$ cat config.mk
export PLATFORM = sky130hd
export DESIGN_NAME = updown_counter_param
export DESIGN_NICKNAME = d
export VERILOG_FILES = /design/src/rtl/updown_pkg.sv /design/src/rtl/updown_next_calc.sv /design/src/rtl/updown_counter_param.sv
export SDC_FILE = /design/constraint.sdc
export NUM_CORES = 1
export LEC_CHECK = 0
export CORE_MARGIN = 2
export CORE_UTILIZATION = 35
export CTS_BUF_LIST = sky130_fd_sc_hd__clkbuf_4 sky130_fd_sc_hd__clkbuf_8
export CTS_CLUSTER_SIZE = 24
export DETAILED_ROUTE_END_ITERATION = 10
export PLACE_DENSITY = 0.69
export SYNTH_ARGS = -nofsm -noshare
export SYNTH_HDL_FRONTEND = slang
export SYNTH_SLANG_ARGS = --single-unit
export TNS_END_PERCENT = 1
$ cat constraint.sdc
create_clock -name clk -period 1.9 [get_ports clk]
set_input_delay 0.285 -clock clk [delete_from_list [all_inputs] [get_ports clk]]
set_output_delay 0.285 -clock clk [all_outputs]
set_load 0.01 [all_outputs]
$ cat src/rtl/updown_pkg.sv
// Shared types and elaboration helpers for the up/down counter family.
package updown_pkg;

    // Behaviour when a step would leave the legal range 0..MAX_VAL.
    typedef enum logic [0:0] {
        MODE_WRAP = 1'b0,
        MODE_SAT  = 1'b1
    } mode_e;

    // True when MAX_VAL fits in WIDTH bits and 1 <= STEP <= MAX_VAL.
    function automatic bit params_ok(input int unsigned width,
                                     input int unsigned max_val,
                                     input int unsigned step);
        bit fits;
        if (width >= 32) begin
            fits = 1'b1;
        end else begin
            fits = (max_val < (32'd1 << width));
        end
        return fits && (step >= 1) && (step <= max_val);
    endfunction

endpackage

$ cat src/rtl/updown_next_calc.sv
// Combinational next-count and overflow/underflow computation for one enabled step.
module updown_next_calc
    import updown_pkg::*;
#(
    parameter int unsigned WIDTH   = 4,
    parameter int unsigned MAX_VAL = 2**WIDTH - 1,
    parameter int unsigned STEP    = 1,
    parameter mode_e       MODE    = MODE_WRAP
) (
    input  logic [WIDTH-1:0] count,
    input  logic             up_down,
    output logic [WIDTH-1:0] next_count,
    output logic             ovf,
    output logic             udf
);

    // One extra bit so count+STEP and count+MAX_VAL+1 never truncate.
    localparam logic [WIDTH:0] MaxExt  = (WIDTH+1)'(MAX_VAL);
    localparam logic [WIDTH:0] StepExt = (WIDTH+1)'(STEP);
    localparam logic [WIDTH:0] Modulus = (WIDTH+1)'(MAX_VAL + 1);

    logic [WIDTH:0] count_ext;
    logic [WIDTH:0] sum_up;

    // Step in the requested direction, wrapping or saturating at the limits.
    always_comb begin
        count_ext  = {1'b0, count};
        sum_up     = count_ext + StepExt;
        next_count = count;
        ovf        = 1'b0;
        udf        = 1'b0;
        if (up_down) begin
            if (sum_up > MaxExt) begin
                ovf        = 1'b1;
                next_count = (MODE == MODE_SAT) ? WIDTH'(MAX_VAL) : WIDTH'(sum_up - Modulus);
            end else begin
                next_count = WIDTH'(sum_up);
            end
        end else begin
            if (count_ext < StepExt) begin
                udf        = 1'b1;
                next_count = (MODE == MODE_SAT) ? '0
                                                : WIDTH'(count_ext + Modulus - StepExt);
            end else begin
                next_count = WIDTH'(count_ext - StepExt);
            end
        end
    end

endmodule

$ cat src/rtl/updown_counter_param.sv
// Parameterised up/down counter with clear, load, wrap/saturate modes and event flags.
module updown_counter_param
    import updown_pkg::*;
#(
    parameter int unsigned WIDTH   = 4,
    parameter int unsigned MAX_VAL = 2**WIDTH - 1,
    parameter int unsigned STEP    = 1,
    parameter mode_e       MODE    = MODE_WRAP
) (
    input  logic             clk,
    input  logic             rst,
    input  logic             clear,
    input  logic             load,
    input  logic [WIDTH-1:0] load_val,
    input  logic             enable,
    input  logic             up_down,
    input  logic             flag_clr,
    output logic [WIDTH-1:0] count,
    output logic             at_max,
    output logic             at_min,
    output logic             ovf,
    output logic             udf,
    output logic             ovf_sticky,
    output logic             udf_sticky
);

    if (!params_ok(WIDTH, MAX_VAL, STEP)) begin : gen_bad_params
        $error("updown_counter_param: need MAX_VAL < 2**WIDTH and 1 <= STEP <= MAX_VAL");
    end

    localparam logic [WIDTH-1:0] MaxCnt = WIDTH'(MAX_VAL);

    logic [WIDTH-1:0] count_q, count_d;
    logic             ovf_q, ovf_d;
    logic             udf_q, udf_d;
    logic             ovf_sticky_q, ovf_sticky_d;
    logic             udf_sticky_q, udf_sticky_d;

    logic [WIDTH-1:0] step_count;
    logic             step_ovf;
    logic             step_udf;

    updown_next_calc #(
        .WIDTH   (WIDTH),
        .MAX_VAL (MAX_VAL),
        .STEP    (STEP),
        .MODE    (MODE)
    ) u_next_calc (
        .count      (count_q),
        .up_down    (up_down),
        .next_count (step_count),
        .ovf        (step_ovf),
        .udf        (step_udf)
    );

    // Next state: clear > load > enable; pulses only come from an enabled step.
    always_comb begin
        count_d = count_q;
        ovf_d   = 1'b0;
        udf_d   = 1'b0;
        if (clear) begin
            count_d = '0;
        end else if (load) begin
            count_d = (load_val > MaxCnt) ? MaxCnt : load_val;
        end else if (enable) begin
            count_d = step_count;
            ovf_d   = step_ovf;
            udf_d   = step_udf;
        end
        // A new event wins over a same-cycle flag_clr.
        ovf_sticky_d = ovf_d | (ovf_sticky_q & ~flag_clr);
        udf_sticky_d = udf_d | (udf_sticky_q & ~flag_clr);
    end

    // State registers with synchronous reset taking priority over everything.
    always_ff @(posedge clk) begin
        if (rst) begin
            count_q      <= '0;
            ovf_q        <= 1'b0;
            udf_q        <= 1'b0;
            ovf_sticky_q <= 1'b0;
            udf_sticky_q <= 1'b0;
        end else begin
            count_q      <= count_d;
            ovf_q        <= ovf_d;
            udf_q        <= udf_d;
            ovf_sticky_q <= ovf_sticky_d;
            udf_sticky_q <= udf_sticky_d;
        end
    end

    assign count      = count_q;
    assign at_max     = (count_q == MaxCnt);
    assign at_min     = (count_q == '0);
    assign ovf        = ovf_q;
    assign udf        = udf_q;
    assign ovf_sticky = ovf_sticky_q;
    assign udf_sticky = udf_sticky_q;

endmodule

---- Word level (Yosys, flattened, before mapping) ----
Index checks and enable logic that the tools add are counted.
cells by class
  reductions and logical operators ........ 3
  add/sub/neg operators ................... 5
  bitwise logic cells ..................... 5
  muxes and demuxes ....................... 16
  order comparisons ....................... 3
  equality and inequality tests ........... 1
operators with widths
  operator                                                                         count
  4-bit 2-to-1 mux                                                                 6
  4-bit by 1-bit subtractor with 4-bit output, second input constant               3
  1-bit 2-to-1 mux                                                                 10
  4-bit by 1-bit adder with 5-bit output, second input constant                    1
  5-bit by 4-bit greater-than comparator with 1-bit output, second input constant  1
  4-bit by 1-bit adder with 4-bit output, second input constant                    1
  4-bit == test, second input constant                                             1
  4-bit greater-than comparator, second input constant                             1
  4-bit logical NOT                                                                1
  4-bit by 1-bit less-than comparator with 1-bit output, second input constant     1
  1-bit bitwise AND                                                                2
  1-bit bitwise OR                                                                 2
  2-bit nonzero test                                                               1
  2-bit OR reduction                                                               1
  1-bit NOT                                                                        1
word-level totals
  flip-flop bits (word level) ............. 8
  bits of input ports ..................... 11

---- Logic depth before layout (Yosys ltp) ----
Gate-level depths: netlist (run 1).
  depth after elaboration ................. 8
  mapped depth ............................ 6

---- Hierarchy ----
Synthesis (run 1) repeated with hierarchy kept, for this count alone.
second synthesis, totals
  cells, all modules ...................... 46
  area, all modules ....................... 508.0 um^2
by module, submodules not included
  module                seq. area each (um^2)  cells an instance  times used  area an instance (um^2)
  updown_counter_param  160.2                  29                 1           356.6
  updown_next_calc      0.0                    17                 1           151.4

---- Worst setup path after synthesis (run 1) ----
OpenSTA, ideal clock, no wires.
  kind .................................... register to register
  start ................................... register count_q[0], in the netlist count[0]
  end ..................................... register count_q[2], in the netlist count[2]
  arrival ................................. 1.310 ns
  clock period less this slack ............ 1.430 ns
  required time ........................... 1.779 ns
  setup slack ............................. 0.470 ns
  cell stages (with the launch flop) ...... 7
  library setup time ...................... 0.121 ns
  cells stage by stage .................... dfxtp_1 > inv_1 > ha_1 > mux2_4 > nand2_2 > xor2_1 > a21oi_1
between the ends
  cells in the longest elaborated chain, start to end .. 6
  elaborated cells on any way between the ends .. 12
  those cells by class .................... 5 x add/sub; 2 x order compare; 5 x mux
RTL lines
  element                                                                                           line                                            RTL
  from (decl)                                                                                       updown_counter_param.sv:33                      logic [WIDTH-1:0] count_q, count_d;
  from (signal assigned)                                                                            updown_counter_param.sv:84                      count_q <= count_d;
  4-bit by 1-bit adder with 4-bit output or 4-bit by 1-bit adder with 5-bit output (tied branches)  updown_next_calc.sv:43, updown_next_calc.sv:28
  4-bit by 1-bit subtractor with 4-bit output, or another cell as far along                         updown_next_calc.sv:43                          : WIDTH'(count_ext + Modulus - StepExt);
  4-bit 2-to-1 mux, on equally long branches                                                        updown_next_calc.sv:40, updown_next_calc.sv:33
  4-bit 2-to-1 mux (*)                                                                              updown_next_calc.sv:32                          if (up_down) begin
  4-bit 2-to-1 mux (*)                                                                              updown_counter_param.sv:65                      end else if (enable) begin
  4-bit 2-to-1 mux (*)                                                                              updown_counter_param.sv:63                      end else if (load) begin
Every way passes the cells marked *; elsewhere a longest branch is shown, timed or not. The select of a mux whose other input is x is not followed.
A chain may end at the register's enable or synchronous reset.

---- Worst setup path in the final report (run 1) ----
  start ................................... register count_q[0], in the netlist count[0]
  end ..................................... output at_max
between the ends
  cells in the longest elaborated chain, start to end .. 1
RTL lines
  element        line                        RTL
  4-bit == test  updown_counter_param.sv:93  assign at_max = (count_q == MaxCnt);
  to (decl)      updown_counter_param.sv:19  output logic at_max,
No other way between the ends.

==> summary.md, run 1 <==
| Metric | Value |
|---|---|
| Finished Cell Area | 704 um2 |
| Worst R2R Start | count[0]$_SDFFE_PP0P_ |
| HP Class | flop to flop |
| CP startpoint | count[0]$_SDFFE_PP0P_ |
| Clk sink count | 8 |
| Vias in the first global route | 390 |
| Yosys top cell by area | dfxtp_1 |
| Register area share after synthesis | 35.1% |
| Kind of critical path | flop to output pin |
| Finish-stage setup viols | 0 |
| IO Port Bufs | 20 |
| Tcrit/Tclk final | 96.1% |
| Die Y-Extent | 40.1 um |
| Worst hold stages | 1 |
| Remaining routing DRC violations | 0 |
| First-pass GRT wire length | 1.57 mm |
| Root buf cell | clkbuf_4 |
| Top post-synthesis cells by count | dfxtp_1, a21oi_1, ha_1, nor2_1, o21ai_0 |
| Post-synthesis async set-or-reset flop share | 0% |
| Nets | 89 |
| Number of fill cells | 123 |
| Io pins | 21 |
| Final HPWL DP | 758 um |
| Gr usage total | 15.0% |
| Setup crit end kind | output pin |
| Pleak | 0.278 nW |
| Bufs on Longest Clock Path | 2 |
| Synth Instances | 49 |
| # diodes | 0 |
| Worst path required time | 1.62 ns |
| Synth Area per Inst | 9.32 um2 |
| Drt first-iter violations | 10 |
| Post-Route Skew | 0.00150 ns |
| Area Overhead vs Synth | 54.2% |
| Routed len/inst | 10.9 um |
| WL final | 950 um |
| Global route overflow | 0 |
| Most frequent cell after synthesis | dfxtp_1 |
| Period minus WS final | 1.83 ns |
| First-pass DRT Iterations | 4 |
| Vias | 415 |
| Setup Fix Bufs, Post-CTS | 0 |
| Max Clk Rate | 548 MHz |
| Reg clk slew, reported paths | 0.05 ns |
| Routability cong. | 0.737 |
| Largest net degree at the start of global routing | 9 |
| Yosys warns | 0 |
| Top cell type's share of synthesized area | 35.1% |
| Min-delay src | udf_sticky$_SDFF_PP0_ |
| Die ar. | 1610 um2 |
| Ratio of cells with drive above 1 in the final layout | 13.9% |
| Worst Tran Pin Value | 0.306 ns |
| FF-to-FF path depth | 5 |
| Cell Pwr Density | 561 nW/um2 |
| Worst skew pair latency | 0.25 ns |
| Core Region | 1250 um2 |
| Initial Util | 36.5% |
| CTS tree | yes |
| Initial antenna violation count | 0 |
| Worst-path maximum fanout | 6 |
| Synth cell types | 24 |
| Slew Limit Fails | 0 |
| Vias per cell | 4.77 |
| Synth Flop Type | dfxtp_1 |
| Die Wd | 40.1 um |
| Final-report hold violation count | 0 |
| Setup_tns | 0 ns |
| CTS Buf Count | 3 |
| # rows | 13 |
| H-tree depth reported by CTS | 1 |
| Post-Syn Area | 457 um2 |
| Max-cap check violation count | 0 |
| Peak supply drop | 371 uV |
| Status | completed |
| Unrepaired setup endpoints after global routing | no |
| WP data arrival | 1.54 ns |
| Placed cell areas | 676 um2 |
| Critical path startpoint category | flop |
| Post-synth EDFFs | 0 |
| DRT antenna net count | 0 |
| Max-slew headroom | 79.6% |
| Post-synthesis register bit count | 8 |
| Syn Nets | 64 |
| Ranking of synthesized cells by area | dfxtp_1, ha_1, xnor2_1 |
## layer usage
| layer | routed length (um) | track usage [%] |
|---|---|---|
| met5 | 0 | 0 |
| met4 | 0 | 5.17 |
| met3 | 57 | 6.67 |
| met2 | 432 | 21.8 |
| met1 | 460 | 19.5 |
## final timing paths
path         slack (ns)                    end
max                0.07                 at_max
min                0.45  udf_sticky$_SDFF_PP0_
max reg2reg        0.48  ovf_sticky$_SDFF_PP0_
min reg2reg        0.45  udf_sticky$_SDFF_PP0_
## flip-flops by register name, indices dropped and copies added (netlist names)
| signal | flops |
|---|---|
| count | 4 |
| ovf | 1 |
| ovf_sticky | 1 |
| udf | 1 |
| udf_sticky | 1 |
## critical path, stage by stage (launching register included)
cell             delay [ns]
dfxtp_4                0.38
ha_2                   0.20
and3_1                 0.18
clkdlybuf4s50_1        0.54
## per-stage QoR
stage	total power, mW	worst slack (ns)	hold WS (ns)	instances	utilization [%]
6_report	0.395	0.0746	0.447	87	56.2
5_1_grt	0.421	0.00754	0.476	87	56.2
4_1_cts	0.405	0.0197	0.454	87	55.7
3_5_place_dp	0.275	0.223	0.441	84	53.9
3_3_place_gp	0.275	0.244	0.437	84	53.9
2_1_floorplan	0.226	0.470	0.362	49	-
## repair_timing
action                     CTS  global route
gates resized for setup      2             3
setup endpoints to repair    2             1
hold buffers                 0             0
## layout make-up
cell class	count	area (um2)	area share, %
Multi-Input combinational cell	37	280	39.8
Inverter	3	11.3	1.60
Clock buffer	3	22.5	3.20
Sequential cell	8	165	23.4
Tap cell	15	18.8	2.66
Timing Repair Buffer	21	206	29.3
## cells by family after synthesis
family | Yosys count | synth area share (%)
simple gates | 15 | 21.9
compound gates | 11 | 12.9
flops | 8 | 35.1
xor+xnor | 5 | 9.59
buf+inv | 4 | 4.11
fa+ha+maj | 4 | 11.0
mux | 2 | 5.48
## report_power, final
| group | switching, mW | internal (mW) |
|---|---|---|
| Clock | 0.0542 | 0.0720 |
| Sequential | 0.00816 | 0.173 |
| Combinational | 0.0347 | 0.0533 |
| Total | 0.0971 | 0.298 |
## placed cells by master, fill, tap and decap left out, drive strengths merged
master and n:
a21o 1, a21oi 4, a31oi 1, and3 1, and4 1, and4b 1
buf 1, clkbuf 3, clkdlybuf4s50 19, dfxtp 8, dlygate4sd2 1, ha 4
inv 3, mux2 1, mux2i 1, nand2 2, nand4b 1, nor2 4
nor3 1, nor3b 2, nor4 1, nor4b 1, o21ai 5, xnor2 3
xor2 2
(Power assumes the default switching activity.)
==> run 2: changes to the inputs <==
--- a/config.mk
+++ b/config.mk
@@ -5,12 +5,12 @@
 export SDC_FILE = /design/constraint.sdc
 export NUM_CORES = 1
 export LEC_CHECK = 0
-export CORE_MARGIN = 2
-export CORE_UTILIZATION = 35
+export CORE_AREA = 2 2 39 41
 export CTS_BUF_LIST = sky130_fd_sc_hd__clkbuf_4 sky130_fd_sc_hd__clkbuf_8
 export CTS_CLUSTER_SIZE = 24
 export DETAILED_ROUTE_END_ITERATION = 10
-export PLACE_DENSITY = 0.69
+export DIE_AREA = 0 0 41 43
+export PLACE_DENSITY = 0.67
 export SYNTH_ARGS = -nofsm -noshare
 export SYNTH_HDL_FRONTEND = slang
 export SYNTH_SLANG_ARGS = --single-unit
==> constraint.sdc (replaced) <==
create_clock -name clk -period 1.9 [get_ports clk]
set_input_delay 0.285 -clock clk [delete_from_list [all_inputs] [get_ports clk]]
set_output_delay 0.285 -clock clk [all_outputs]
set_load 0.005 [all_outputs]
==> run 2 against run 1 <==
Clock-buffer cell count is the same. Via count is 1.4% higher. Combinational power shrank 5.0%. Hold slack improved by 0.014 ns. Core utilization decreased by 5.9 points. Final area is 1.1% lower. Highest routed layer is now met4.
==> summary.md, run 2 (synthesized netlist as in run 1, its figures left out) <==
| Metric | Value |
|---|---|
| DRT antenna net count | 0 (unchanged) |
| Die Y-Extent | 43 um (+7.2%) |
| IO Port Bufs | 20 (unchanged) |
| Slew Limit Fails | 0 (unchanged) |
| # diodes | 0 (unchanged) |
| Die ar. | 1760 um2 (+9.5%) |
| Worst Tran Pin Value | 0.315 ns (+0.00919 ns) |
| Vias | 421 (+1.4%) |
| Worst path bufs/invs | 1 (unchanged) |
| Tcrit/Tclk final | 96.3% (+0.19 points) |
| Period minus WS final | 1.83 ns (+0.00365 ns) |
| Critical Path End | at_max |
| R2R Setup Slk | 0.50 ns (+0.02 ns) |
| Fin cells | 87 (unchanged) |
| CTS tree | yes |
| Clk sink count | 8 (unchanged) |
| Remaining routing DRC violations | 0 (unchanged) |
| Vias in the first global route | 355 (-9.0%) |
| Post-Route Skew | 0.000229 ns (-0.00127 ns) |
| Slowest-stage cell, CP | clkdlybuf4s50_1 |
| H-tree depth reported by CTS | 1 (unchanged) |
| First-pass GRT wire length | 1.51 mm (-3.9%) |
| Ratio of cells with drive above 1 in the final layout | 14.1% (+0.20 points) |
| Final HPWL DP | 747 um (-1.4%) |
| Met3 Use GR | 8.38% (+1.7 points) |
| Kind of critical path | flop to output pin |
| WHS | 0.461 ns (+0.0143 ns) |
| Leading cell type in the layout, fill and taps excluded | clkdlybuf4s50_1 |
| Top Usage Layer GRT | met2 |
| WP data arrival | 1.54 ns (about the same) |
| Dpl ws | 0.246 ns (+0.0233 ns) |
| Final-report hold violation count | 0 (unchanged) |
| Cell count along the critical path | 3 (unchanged) |
| Worst skew pair latency | 0.25 ns (about the same) |
| Setup crit end kind | output pin |
| Worst-path maximum fanout | 6 (unchanged) |
| Reg clk slew, reported paths | 0.05 ns (about the same) |
| FF-to-FF path depth | 5 (unchanged) |
| Max-cap check violation count | 0 (unchanged) |
| CTS Buf Count | 3 (unchanged) |
| Setup Fix Bufs, Post-CTS | 0 (unchanged) |
| Status | completed |
| Critical path startpoint category | flop |
| CP startpoint | count[0]$_SDFFE_PP0P_ |
| Drt first-iter violations | 6 (-4) |
| R2R Path End | ovf_sticky$_SDFF_PP0_ |
| Peak supply drop | 305 uV (-18%) |
| Routability cong. | 0.777 (+5.4%) |
| Number of fill cells | 153 (+24%) |
| Bufs on Longest Clock Path | 2 (unchanged) |
| Routed len/inst | 11.0 um (+0.74%) |
| Finish-stage setup viols | 0 (unchanged) |
| Largest net degree at the start of global routing | 9 (unchanged) |
| Vias per cell | 4.84 (+1.4%) |
| Unrepaired setup endpoints after global routing | no |
| CP max stage delay | 0.50 ns (-0.04 ns) |
| Cells after DPL | 84 (unchanged) |
| Nets | 88 (-1.1%) |
| # rows | 14 (+1) |
| Setup_tns | 0 ns (unchanged) |
| Pleak | 0.272 nW (-2.2%) |
| Critical Path, Cell by Cell | ha_2 -> and3_1 -> clkdlybuf4s50_1 |
| Max reg flops | 4 (unchanged) |
| Core Region | 1380 um2 (+10%) |
| Top cell family by delay on the critical path | buffers and inverters |
| Area Overhead vs Synth | 52.6% |
| Root buf cell | clkbuf_4 |
| Initial Util | 33.0% (-3.5 points) |
| Die Wd | 41 um (+2.2%) |
| Met2 Resource Use GR | 17.5% (-4.3 points) |
| Io pins | 21 (unchanged) |
| Max-slew headroom | 78.9% (-0.66 points) |
| Final WS setup | 0.0709 ns (-0.00365 ns) |
| Worst R2R Start | count[0]$_SDFFE_PP0P_ |
| Cell Pwr Density | 567 nW/um2 (+0.97%) |
| WL final | 957 um (+0.74%) |
| Global route overflow | 0 (unchanged) |
| Met1 GRT Util | 15.4% (-4.1 points) |
| Worst path required time | 1.62 ns (about the same) |
| Gr usage total | 13.0% (-2.1 points) |
| Max Clk Rate | 547 MHz (-0.20%) |
| First-pass DRT Iterations | 2 (-2) |
| Initial antenna violation count | 0 (unchanged) |
| HP Class | flop to flop |
| Most frequent cells in the layout | clkdlybuf4s50_1, dfxtp_1, nor2_1, a21oi_1, o21ai_0 |
-- run 2: cell types whose count changed in the layout (fill, tap and decap cells not counted), sizes merged --
cell and change:
dlygate4sd2 -1, buf -1, clkdlybuf4s50 +1
-- run 2: area by class of cell --
type	instances	area, um2	share of cell area (%)
repair buffers	20	200	28.7
multi-input cells	37	280	40.2
well taps	16	20.0	2.87
inverters	3	11.3	1.62
clock buffers	3	22.5	3.23
flip-flops and latches	8	163	23.3
-- run 2: per-stage QoR --
step | utilization [%] | power, mW | area [um2]
2_1_floorplan | - | 0.223 | 457
3_3_place_gp | 48.4 | 0.269 | 669
3_5_place_dp | 48.4 | 0.269 | 669
4_1_cts | 50.2 | 0.402 | 694
5_1_grt | 50.4 | 0.422 | 697
6_report | 50.4 | 0.395 | 697
-- run 2: worst min-delay path, stage by stage (launching register included) --
cell	delay, ns
dfxtp_1	0.32
nand2_1	0.05
o21ai_0	0.06
-- run 2: report_power, final --
| part | switching, mW | internal [mW] | total [mW] |
|---|---|---|---|
| Clock | 0.0562 | 0.0722 | 0.128 |
| Combinational | 0.0302 | 0.0533 | 0.0836 |
| Sequential | 0.00926 | 0.174 | 0.183 |
| Total | 0.0957 | 0.299 | 0.395 |
-- run 2: worst min path at each step --
| stage | slack (ns) | to | startpoint | depth (start not counted) |
|---|---|---|---|---|
| 2_1_floorplan | 0.36 | count[0]$_SDFFE_PP0P_ | rst | 1 |
| 3_3_place_gp | 0.44 | udf_sticky$_SDFF_PP0_ | udf_sticky$_SDFF_PP0_ | 1 |
| 3_5_place_dp | 0.46 | ovf_sticky$_SDFF_PP0_ | ovf_sticky$_SDFF_PP0_ | 2 |
| 4_1_cts | 0.47 | udf_sticky$_SDFF_PP0_ | udf_sticky$_SDFF_PP0_ | 1 |
| 5_1_grt | 0.50 | udf_sticky$_SDFF_PP0_ | udf_sticky$_SDFF_PP0_ | 1 |
| 6_report | 0.46 | ovf_sticky$_SDFF_PP0_ | ovf_sticky$_SDFF_PP0_ | 2 |
-- run 2: timing repair --
| action | 4_1_cts | 5_1_grt |
|---|---|---|
| resized for setup | 2 | 2 |
| hold buffers | 0 | 0 |
| setup endpoints to repair | 2 | 2 |
-- run 2: layer usage --
metal | routed length (um) | share of wire (%)
met2 | 421 | 44
met3 | 79 | 8.3
met1 | 449 | 47
met4 | 7 | 0.73
met5 | 0 | 0
